File: src/rtl/seq_detect_ctrl_pkg.sv
// ---------------------------------------------------------------------------
// seq_detect_ctrl_pkg
//
// Shared definitions for the serial sequence-detector scheduler.
//   ctrl_state_t  : scheduler FSM states
//   DEF_WIDTH     : default number of bits per word
//   DEF_FLAG_LAT  : default detector latency (bit in -> flag out), in cycles
//   cnt_width()   : width of a counter that must hold values 0..n-1
// ---------------------------------------------------------------------------
package seq_detect_ctrl_pkg;

    // Scheduler phases, in the order a word passes through them.
    typedef enum logic [2:0] {
        ST_IDLE  = 3'd0,
        ST_CLEAR = 3'd1,
        ST_SHIFT = 3'd2,
        ST_DRAIN = 3'd3,
        ST_DONE  = 3'd4
    } ctrl_state_t;

    localparam int DEF_WIDTH    = 36;
    localparam int DEF_FLAG_LAT = 1;

    // A counter stepping through 0..n-1 needs clog2(n) bits, but never
    // fewer than one so that n == 1 still yields a legal vector.
    function automatic int cnt_width(input int n);
        return (n <= 1) ? 1 : $clog2(n);
    endfunction

endpackage : seq_detect_ctrl_pkg

File: src/rtl/seq_detect_ctrl_rr_arb2.sv
// ---------------------------------------------------------------------------
// rr_arb2
//
// Two-way round-robin arbiter with a one-bit "last served" memory.
//   clk  : clock, rising edge
//   rst  : synchronous active-high reset (last served returns to 1)
//   en   : arbitration enable; grants and the memory update only when high
//   req  : request vector, bit i belongs to requester i
//   gnt  : one-hot grant, combinational from req while en is high
// ---------------------------------------------------------------------------
module rr_arb2 (
    input  logic       clk,
    input  logic       rst,
    input  logic       en,
    input  logic [1:0] req,
    output logic [1:0] gnt
);

    logic last_id_q;
    logic last_id_d;

    // Grant decision. A lone request always wins; on a tie the requester
    // that was not served last gets the slot. Because last_id resets to 1,
    // requester 0 takes the very first tie. The memory only moves when a
    // grant is actually issued.
    always_comb begin
        gnt       = 2'b00;
        last_id_d = last_id_q;
        if (en) begin
            if (req == 2'b11) begin
                gnt = last_id_q ? 2'b01 : 2'b10;
            end else begin
                gnt = req;
            end
            if (|req) begin
                last_id_d = gnt[1];
            end
        end
    end

    // Last-served register.
    always_ff @(posedge clk) begin
        if (rst) begin
            last_id_q <= 1'b1;
        end else begin
            last_id_q <= last_id_d;
        end
    end

endmodule : rr_arb2

File: src/rtl/seq_detect_ctrl.sv
// ---------------------------------------------------------------------------
// seq_detect_ctrl
//
// Scheduler that feeds words from two parallel requesters, one at a time,
// into an external serial sequence detector and counts its match flags.
//
// Ports
//   clk, rst            : clock (rising edge), synchronous active-high reset
//   req0/req1           : requests, held with stable data until granted
//   data0/data1         : WIDTH-bit words offered by the requesters
//   gnt0/gnt1           : one-cycle accept pulse; data captured on that edge
//   det_clr             : one-cycle clear pulse to the detector
//   det_din             : serial bit to the detector, MSB first
//   det_valid           : high while det_din carries a word bit
//   det_flag            : detector match output
//   busy                : high whenever the scheduler is not idle
//   done                : one-cycle completion pulse
//   done_id             : requester of the finished word (held)
//   hit_cnt             : flags counted for the finished word (held)
//
// Word timeline, cycle 0 being the idle cycle that grants:
//   1 clear, 2..WIDTH+1 shift, then FLAG_LAT drain cycles, then done;
//   the next grant can happen the cycle after done.
// ---------------------------------------------------------------------------
module seq_detect_ctrl
    import seq_detect_ctrl_pkg::*;
#(
    parameter int WIDTH    = DEF_WIDTH,
    parameter int FLAG_LAT = DEF_FLAG_LAT,
    parameter int CW       = $clog2(WIDTH + 1)
) (
    input  logic             clk,
    input  logic             rst,
    input  logic             req0,
    input  logic             req1,
    input  logic [WIDTH-1:0] data0,
    input  logic [WIDTH-1:0] data1,
    output logic             gnt0,
    output logic             gnt1,
    output logic             det_clr,
    output logic             det_din,
    output logic             det_valid,
    input  logic             det_flag,
    output logic             busy,
    output logic             done,
    output logic             done_id,
    output logic [CW-1:0]    hit_cnt
);

    localparam int DW = cnt_width(FLAG_LAT);

    ctrl_state_t         state_q,     state_d;
    logic [WIDTH-1:0]    shreg_q,     shreg_d;
    logic [CW-1:0]       bit_cnt_q,   bit_cnt_d;
    logic [DW-1:0]       drain_cnt_q, drain_cnt_d;
    logic [CW-1:0]       hit_acc_q,   hit_acc_d;
    logic [FLAG_LAT-1:0] vld_pipe_q,  vld_pipe_d;
    logic                cur_id_q,    cur_id_d;
    logic [CW-1:0]       hit_cnt_q,   hit_cnt_d;
    logic                done_id_q,   done_id_d;
    logic                done_q,      done_d;
    logic                det_clr_q,   det_clr_d;
    logic                det_din_q,   det_din_d;
    logic                det_valid_q, det_valid_d;
    logic                busy_q,      busy_d;

    logic [1:0]          arb_gnt;
    logic                arb_en;
    logic                flag_hit;
    logic [CW-1:0]       hit_acc_inc;

    // The arbiter only looks at requests while idle. Holding it off during
    // reset keeps a waiting request from being "accepted" on a reset edge,
    // which would lose the word without the requester noticing.
    assign arb_en = (state_q == ST_IDLE) && !rst;

    rr_arb2 u_arb (
        .clk (clk),
        .rst (rst),
        .en  (arb_en),
        .req ({req1, req0}),
        .gnt (arb_gnt)
    );

    // Flag qualification. det_valid is delayed by the detector latency so
    // that the tail of the delay line lines up with the flag produced by the
    // corresponding bit; a flag is only counted when that tail is high, which
    // masks anything the detector emits during idle, clear or drain.
    always_comb begin
        vld_pipe_d    = vld_pipe_q;
        vld_pipe_d[0] = det_valid_q;
        for (int i = 1; i < FLAG_LAT; i++) begin
            vld_pipe_d[i] = vld_pipe_q[i-1];
        end
        flag_hit    = det_flag & vld_pipe_q[FLAG_LAT-1];
        hit_acc_inc = hit_acc_q + CW'(flag_hit);
    end

    // Next-state and next-output logic. Outputs are registered, so each
    // branch sets up what the outputs must show during the state being
    // entered: the clear pulse is prepared on the grant, the first serial
    // bit is prepared while leaving CLEAR, and so on. The shift register is
    // advanced every time a bit is handed to det_din_q so that its MSB is
    // always the next bit to send.
    always_comb begin
        state_d     = state_q;
        shreg_d     = shreg_q;
        bit_cnt_d   = bit_cnt_q;
        drain_cnt_d = drain_cnt_q;
        hit_acc_d   = hit_acc_inc;
        cur_id_d    = cur_id_q;
        hit_cnt_d   = hit_cnt_q;
        done_id_d   = done_id_q;
        done_d      = 1'b0;
        det_clr_d   = 1'b0;
        det_din_d   = 1'b0;
        det_valid_d = 1'b0;

        unique case (state_q)
            ST_IDLE: begin
                if (|arb_gnt) begin
                    shreg_d   = arb_gnt[0] ? data0 : data1;
                    cur_id_d  = arb_gnt[1];
                    det_clr_d = 1'b1;
                    state_d   = ST_CLEAR;
                end
            end

            ST_CLEAR: begin
                bit_cnt_d   = '0;
                hit_acc_d   = '0;
                det_valid_d = 1'b1;
                det_din_d   = shreg_q[WIDTH-1];
                shreg_d     = {shreg_q[WIDTH-2:0], 1'b0};
                state_d     = ST_SHIFT;
            end

            ST_SHIFT: begin
                if (bit_cnt_q == CW'(WIDTH - 1)) begin
                    drain_cnt_d = '0;
                    state_d     = ST_DRAIN;
                end else begin
                    bit_cnt_d   = bit_cnt_q + CW'(1);
                    det_valid_d = 1'b1;
                    det_din_d   = shreg_q[WIDTH-1];
                    shreg_d     = {shreg_q[WIDTH-2:0], 1'b0};
                end
            end

            ST_DRAIN: begin
                if (drain_cnt_q == DW'(FLAG_LAT - 1)) begin
                    hit_cnt_d = hit_acc_inc;
                    done_id_d = cur_id_q;
                    done_d    = 1'b1;
                    state_d   = ST_DONE;
                end else begin
                    drain_cnt_d = drain_cnt_q + DW'(1);
                end
            end

            ST_DONE: begin
                state_d = ST_IDLE;
            end

            default: begin
                state_d = ST_IDLE;
            end
        endcase

        busy_d = (state_d != ST_IDLE);
    end

    // All scheduler state and registered outputs. Reset drops any word in
    // flight: the partial count is thrown away and no done is produced.
    always_ff @(posedge clk) begin
        if (rst) begin
            state_q     <= ST_IDLE;
            shreg_q     <= '0;
            bit_cnt_q   <= '0;
            drain_cnt_q <= '0;
            hit_acc_q   <= '0;
            vld_pipe_q  <= '0;
            cur_id_q    <= 1'b0;
            hit_cnt_q   <= '0;
            done_id_q   <= 1'b0;
            done_q      <= 1'b0;
            det_clr_q   <= 1'b0;
            det_din_q   <= 1'b0;
            det_valid_q <= 1'b0;
            busy_q      <= 1'b0;
        end else begin
            state_q     <= state_d;
            shreg_q     <= shreg_d;
            bit_cnt_q   <= bit_cnt_d;
            drain_cnt_q <= drain_cnt_d;
            hit_acc_q   <= hit_acc_d;
            vld_pipe_q  <= vld_pipe_d;
            cur_id_q    <= cur_id_d;
            hit_cnt_q   <= hit_cnt_d;
            done_id_q   <= done_id_d;
            done_q      <= done_d;
            det_clr_q   <= det_clr_d;
            det_din_q   <= det_din_d;
            det_valid_q <= det_valid_d;
            busy_q      <= busy_d;
        end
    end

    assign gnt0      = arb_gnt[0];
    assign gnt1      = arb_gnt[1];
    assign det_clr   = det_clr_q;
    assign det_din   = det_din_q;
    assign det_valid = det_valid_q;
    assign busy      = busy_q;
    assign done      = done_q;
    assign done_id   = done_id_q;
    assign hit_cnt   = hit_cnt_q;

endmodule : seq_detect_ctrl
File: config.mk
export PLATFORM = sky130hd
export DESIGN_NAME = seq_detect_ctrl
export DESIGN_NICKNAME = d
export VERILOG_FILES = /design/src/rtl/seq_detect_ctrl_pkg.sv /design/src/rtl/seq_detect_ctrl_rr_arb2.sv /design/src/rtl/seq_detect_ctrl.sv
export SDC_FILE = /design/constraint.sdc
export NUM_CORES = 1
export LEC_CHECK = 0
export CORE_ASPECT_RATIO = 1.75
export CORE_MARGIN = 5
export CORE_UTILIZATION = 52
export CTS_CLUSTER_SIZE = 8
export DETAILED_ROUTE_END_ITERATION = 7
export PLACE_DENSITY = 0.86
export SLEW_MARGIN = 20
export SYNTH_ARGS = -nofsm -noshare
export SYNTH_HDL_FRONTEND = slang
export SYNTH_HIERARCHICAL = 1
export SYNTH_SLANG_ARGS = --single-unit
File: constraint.sdc
create_clock -name clk -period 8.4 [get_ports clk]
set_clock_uncertainty 0.1 [all_clocks]
set_input_delay 2.52 -clock clk [delete_from_list [all_inputs] [get_ports clk]]
set_output_delay 2.52 -clock clk [all_outputs]
set_load 0.05 [all_outputs]
## Word-level counts from Yosys, hierarchy flattened

Cells that the tools add are included.

| word-level totals | value |
|---|---|
| input bits | 77 |
| flip-flop bits (word level) | 67 |
| output and inout bits | 14 |
| word-level logic and storage cells | 70 |

| operators by class | value |
|---|---|
| bitwise logic cells | 4 |
| reductions and logical operators | 18 |
| equal/unequal tests | 8 |
| add/subtract/negate cells | 3 |
| mux-type cells | 22 |

Operators by type and width:

| operator | number |
|---|---|
| 36-bit 2-to-1 mux | 3 |
| 36-bit case mux with 3 select lines | 1 |
| 3-bit case mux with 4 select lines | 1 |
| 6-bit case mux with 2 select lines | 1 |
| 2-bit AND reduction | 5 |
| 2-bit OR reduction | 5 |
| 3-bit 2-to-1 mux | 3 |
| 6-bit by 1-bit adder with 6-bit output | 1 |
| 6-bit by 1-bit adder with 6-bit output (second input constant) | 1 |
| 3-bit by 2-bit == test with 1-bit output (second input constant) | 2 |
| 6-bit == test (second input constant) | 1 |
| 1-bit 2-to-1 mux | 6 |
| 2-bit 2-to-1 mux | 3 |
| 6-bit 2-to-1 mux | 1 |
| 1-bit case mux with 2 select lines | 3 |
| 3-bit nonzero test | 2 |
| 2-bit != test (second input constant) | 2 |
| 2-bit nonzero test | 2 |
| 3-bit by 1-bit == test with 1-bit output (second input constant) | 1 |
| 3-bit logical NOT | 1 |
| 1-bit inverter | 3 |
| 3-bit AND reduction | 1 |
| 2-bit == test (second input constant) | 1 |
| 2-bit by 1-bit != test with 1-bit output (second input constant) | 1 |
| other kinds (4) | 4 |

## Longest topological paths before layout

| logic depth | value |
|---|---|
| depth after elaboration | 7 |
| mapped depth | 10 |
| depth with buffers taken out | 8 |

## Hierarchy

Netlist, hierarchy kept.

By module, submodules not included:

| module | instances | area each (um2) | seq. area each (um2) | cells an instance |
|---|---|---|---|---|
| seq_detect_ctrl | 1 | 3170.5 | 1301.2 | 290 |
| rr_arb2 | 1 | 58.8 | 20.0 | 8 |

## Least setup slack after synthesis

No wires, ideal clock.

| timing | value |
|---|---|
| path kind | input -> output |
| from | in rst |
| to | out gnt0 |
| data required time | 5780 ps |
| path buffers | 2 |
| setup slack | 1532 ps |
| arrival | 4248 ps |
| cell stages on the path | 5 |
| path through | clkbuf_1 clkbuf_1 nor3_1 nand2_1 a21oi_1 |

| between the ends | value |
|---|---|
| word-level cells in the longest chain between the ends | 3 |

Ends and longest elaborated chain:

| item | line | text |
|---|---|---|
| start, declared | seq_detect_ctrl.sv:33 | `input logic rst,` |
| 1-bit logical NOT | seq_detect_ctrl.sv:75 | `assign arb_en = (state_q == ST_IDLE) && !rst;` |
| 1-bit logical AND | seq_detect_ctrl.sv:75 |  |
| named net arb_en | seq_detect_ctrl.sv:68 | `logic arb_en;` |
| 2-bit 2-to-1 mux | seq_detect_ctrl_rr_arb2.sv:29 | `if (en) begin` |
| end, declared | seq_detect_ctrl.sv:38 | `output logic gnt0,` |

The timed path passes the listed nets, and every way through them passes these cells.

## Worst setup path in the final report

| timing | value |
|---|---|
| from | in rst |
| to | out gnt1 |

| between the ends | value |
|---|---|
| word-level cells in the longest chain between the ends | 3 |

Ends and longest elaborated chain:

| item | line | text |
|---|---|---|
| 1-bit logical NOT | seq_detect_ctrl.sv:75 |  |
| 1-bit logical AND | seq_detect_ctrl.sv:75 |  |
| named net arb_en | seq_detect_ctrl.sv:68 |  |
| 2-bit 2-to-1 mux | seq_detect_ctrl_rr_arb2.sv:29 |  |
| end, declared | seq_detect_ctrl.sv:39 | `output logic gnt1,` |

The timed path passes the listed nets, and every way through them passes these cells.

==> impl_metrics.ini <==
[run_status]
status = finished, final reports clean

[global_route]
grt-ovfl-total = 0
grt_max_degree = 40
grt_pass1_wl_um = 11500
antenna_found_initial = 0
grt_use_total = 0.180
grt_pass1_vias = 2564

[layout]
final_nets = 461
seq_area_mm2 = 0.00132
multiInputGateArea_mm2 = 0.00176
fillers = 459
n_antenna_cell = 0
final_cells = 464
area_growth_pct = 33.4
layout-drive-gt1-share = 0.169

[sta]
finalCritPeriodShare = 0.862
finalSetupTns_ps = 0
fin_crit_ps = 7240
slew-limit-headroom = 0.289
rsz0062_at_grt = false
holdWs_ps = 363
final_max_slew_viol_count = 0
worst_pin_slew_ps = 1070
finalHoldViolCount = 0
setup-violations-final = 0
max_freq_ghz = 0.138

[worst_hold_path]
holdPathStages = 1
hold_path.class = reg2reg

[clock_tree]
cts_tree = built
max-clock-path-buffers = 2
ctsHoldBuffers = 0
cts_setup_buffers = 0
cts_buffers = 9
clk_latency_ps = 340
cts-htree-levels = 3
cts_root_buffer = clkbuf_8
cts.sinks = 66
postCtsResizedCells = 0
clk_pin_slew_ps = 60

[route]
drc = 0
vias = 2532
ant_nets = 0
via_per_inst = 5.46
drt_iter0_markers = 158
drt_first_pass_iters = 4
wl_per_cell_um = 15.3
drt_wl_total_um = 7080

[placed_design]
dp.cells = 450
gp_congestion = 0.827
io_buffers = 90
post-dp-hpwl_um = 5220

[floorplan]
rows = 38
io_pins = 91
die_y_um = 114
fp.dieArea_mm2 = 0.00795
design.core.area_mm2 = 0.00613
die_x_um = 69.6
start_util = 0.527

[critical_path]
path_class = in2out
endpoint_kind = output port
cp-start-kind = primary input
worst_ep_required_time_ps = 5780
cp.arrival_ps = 4620
crit_fanout = 4
reg2reg_depth = 9

[synthesis]
ys_types = 46
avgSynthCellArea_um2 = 10.8
syn-num-nets = 378
ys_warn_count = 6
synth-seq-cells = 66
yosys.area.top_type_share = 0.409
yosys-top-cells-area = dfxtp_1, mux2_2, mux2i_1, o2bb2ai_1, nor2_1
synthArstFlopShare = 0
synth_top_area_cell = dfxtp_1
ys_seq_area_frac = 0.409
syn_inst = 298
synth_edf_count = 0
ys.flop_type = dfxtp_1
syn_area_mm2 = 0.00323

[power_and_ir_drop]
power_leakage_uw = 0.00172
p_per_area_mw_per_mm2 = 186
vdd_ir_drop_max_mv = 0.126

[run]
max-cap-violations = 0
-- per-stage QoR --
stage / power [uW] / instance area (um2) / setup WS [ps] / utilization
2_1_floorplan: 495 / 3230 / 1530 / -
3_3_place_gp: 544 / 4120 / 1290 / 0.671
3_5_place_dp: 549 / 4120 / 1200 / 0.671
4_1_cts: 810 / 4310 / 1200 / 0.702
5_1_grt: 840 / 4310 / 1050 / 0.702
6_report: 802 / 4310 / 1160 / 0.702
-- layout by cell type (no fill, tap or decap), types with 3 or more instances in the layout --
master	count
nor2_1	18
xor2_1	3
buf_4	3
o21ai_0	5
nand2_1	6
o2bb2ai_1	35
mux2_2	37
inv_1	3
a21oi_1	8
nor3_1	8
nand3_1	4
clkdlybuf4s50_1	90
nor2b_1	5
clkbuf_8	11
ha_1	3
mux2i_1	38
a211oi_1	4
and2_1	5
dfxtp_1	66
-- synthesized netlist by cell type, types with 2 or more instances --
library cell	instances
dfxtp_1	66
mux2i_1	38
mux2_2	37
o2bb2ai_1	35
nor2_1	18
a21oi_1	9
buf_2	8
nor3_1	8
buf_6	6
nand2_1	6
and2_1	5
nor2b_1	5
o21ai_0	5
a211oi_1	4
clkbuf_1	4
nand3_1	4
ha_1	3
inv_1	3
xor2_1	3
a22o_1	2
nand2b_1	2
o311ai_0	2
xnor2_1	2
-- worst paths after layout --
path | from | end | slack [ps]
max | rst | gnt1 | 1160
min | shreg_q[23] | shreg_q[23] | 360
max reg2reg | state_q[1] | shreg_q[21] | 5190
min reg2reg | shreg_q[23] | shreg_q[23] | 360
-- routing by layer --
| metal | up-vias | track usage | part of all wire |
|---|---|---|---|
| met5 | - | 0 | 0 |
| met4 | 0 | 0.0887 | 0.027 |
| met3 | 17 | 0.0316 | 0.049 |
| met2 | 75 | 0.348 | 0.55 |
| met1 | 1166 | 0.182 | 0.38 |
| li1 | 1274 | - | - |
-- critical path, cell delays in order --
cell and delay [ps]:
clkdlybuf4s50_1 440, nor3_1 320, nand2_1 90, a21oi_1 360
clkdlybuf4s50_1 890
-- sequential cells by signal, indices dropped and copies added (netlist names), 3 cells and up --
name and count:
shreg_q 36, bit_cnt_q 6, hit_acc_q 6, hit_cnt 6, state_q 3
-- cell type report --
type                       count  share of cell area
clock inverter                 3             0.00930
sequential                    66               0.307
tap                           80              0.0232
timing repair buffer          93               0.214
multi-input combinational    208               0.408
clock buffer                  11              0.0352
inverter                       3             0.00261
-- logic make-up after synthesis --
family,count (synthesis),share of synthesized area
xor+xnor,5,0.0136
simple gates,57,0.0988
flops,66,0.409
buf+inv,24,0.0496
compound gates,68,0.170
mux,75,0.247
fa+ha+maj,3,0.0116
-- power by group --
part           internal [uW]  leakage, uW  switching [uW]
clock network            149     0.000101             112
logic                   97.4      0.00108            80.7
registers                344     0.000539            19.6
Note: power is estimated with default switching activity, not from simulation.
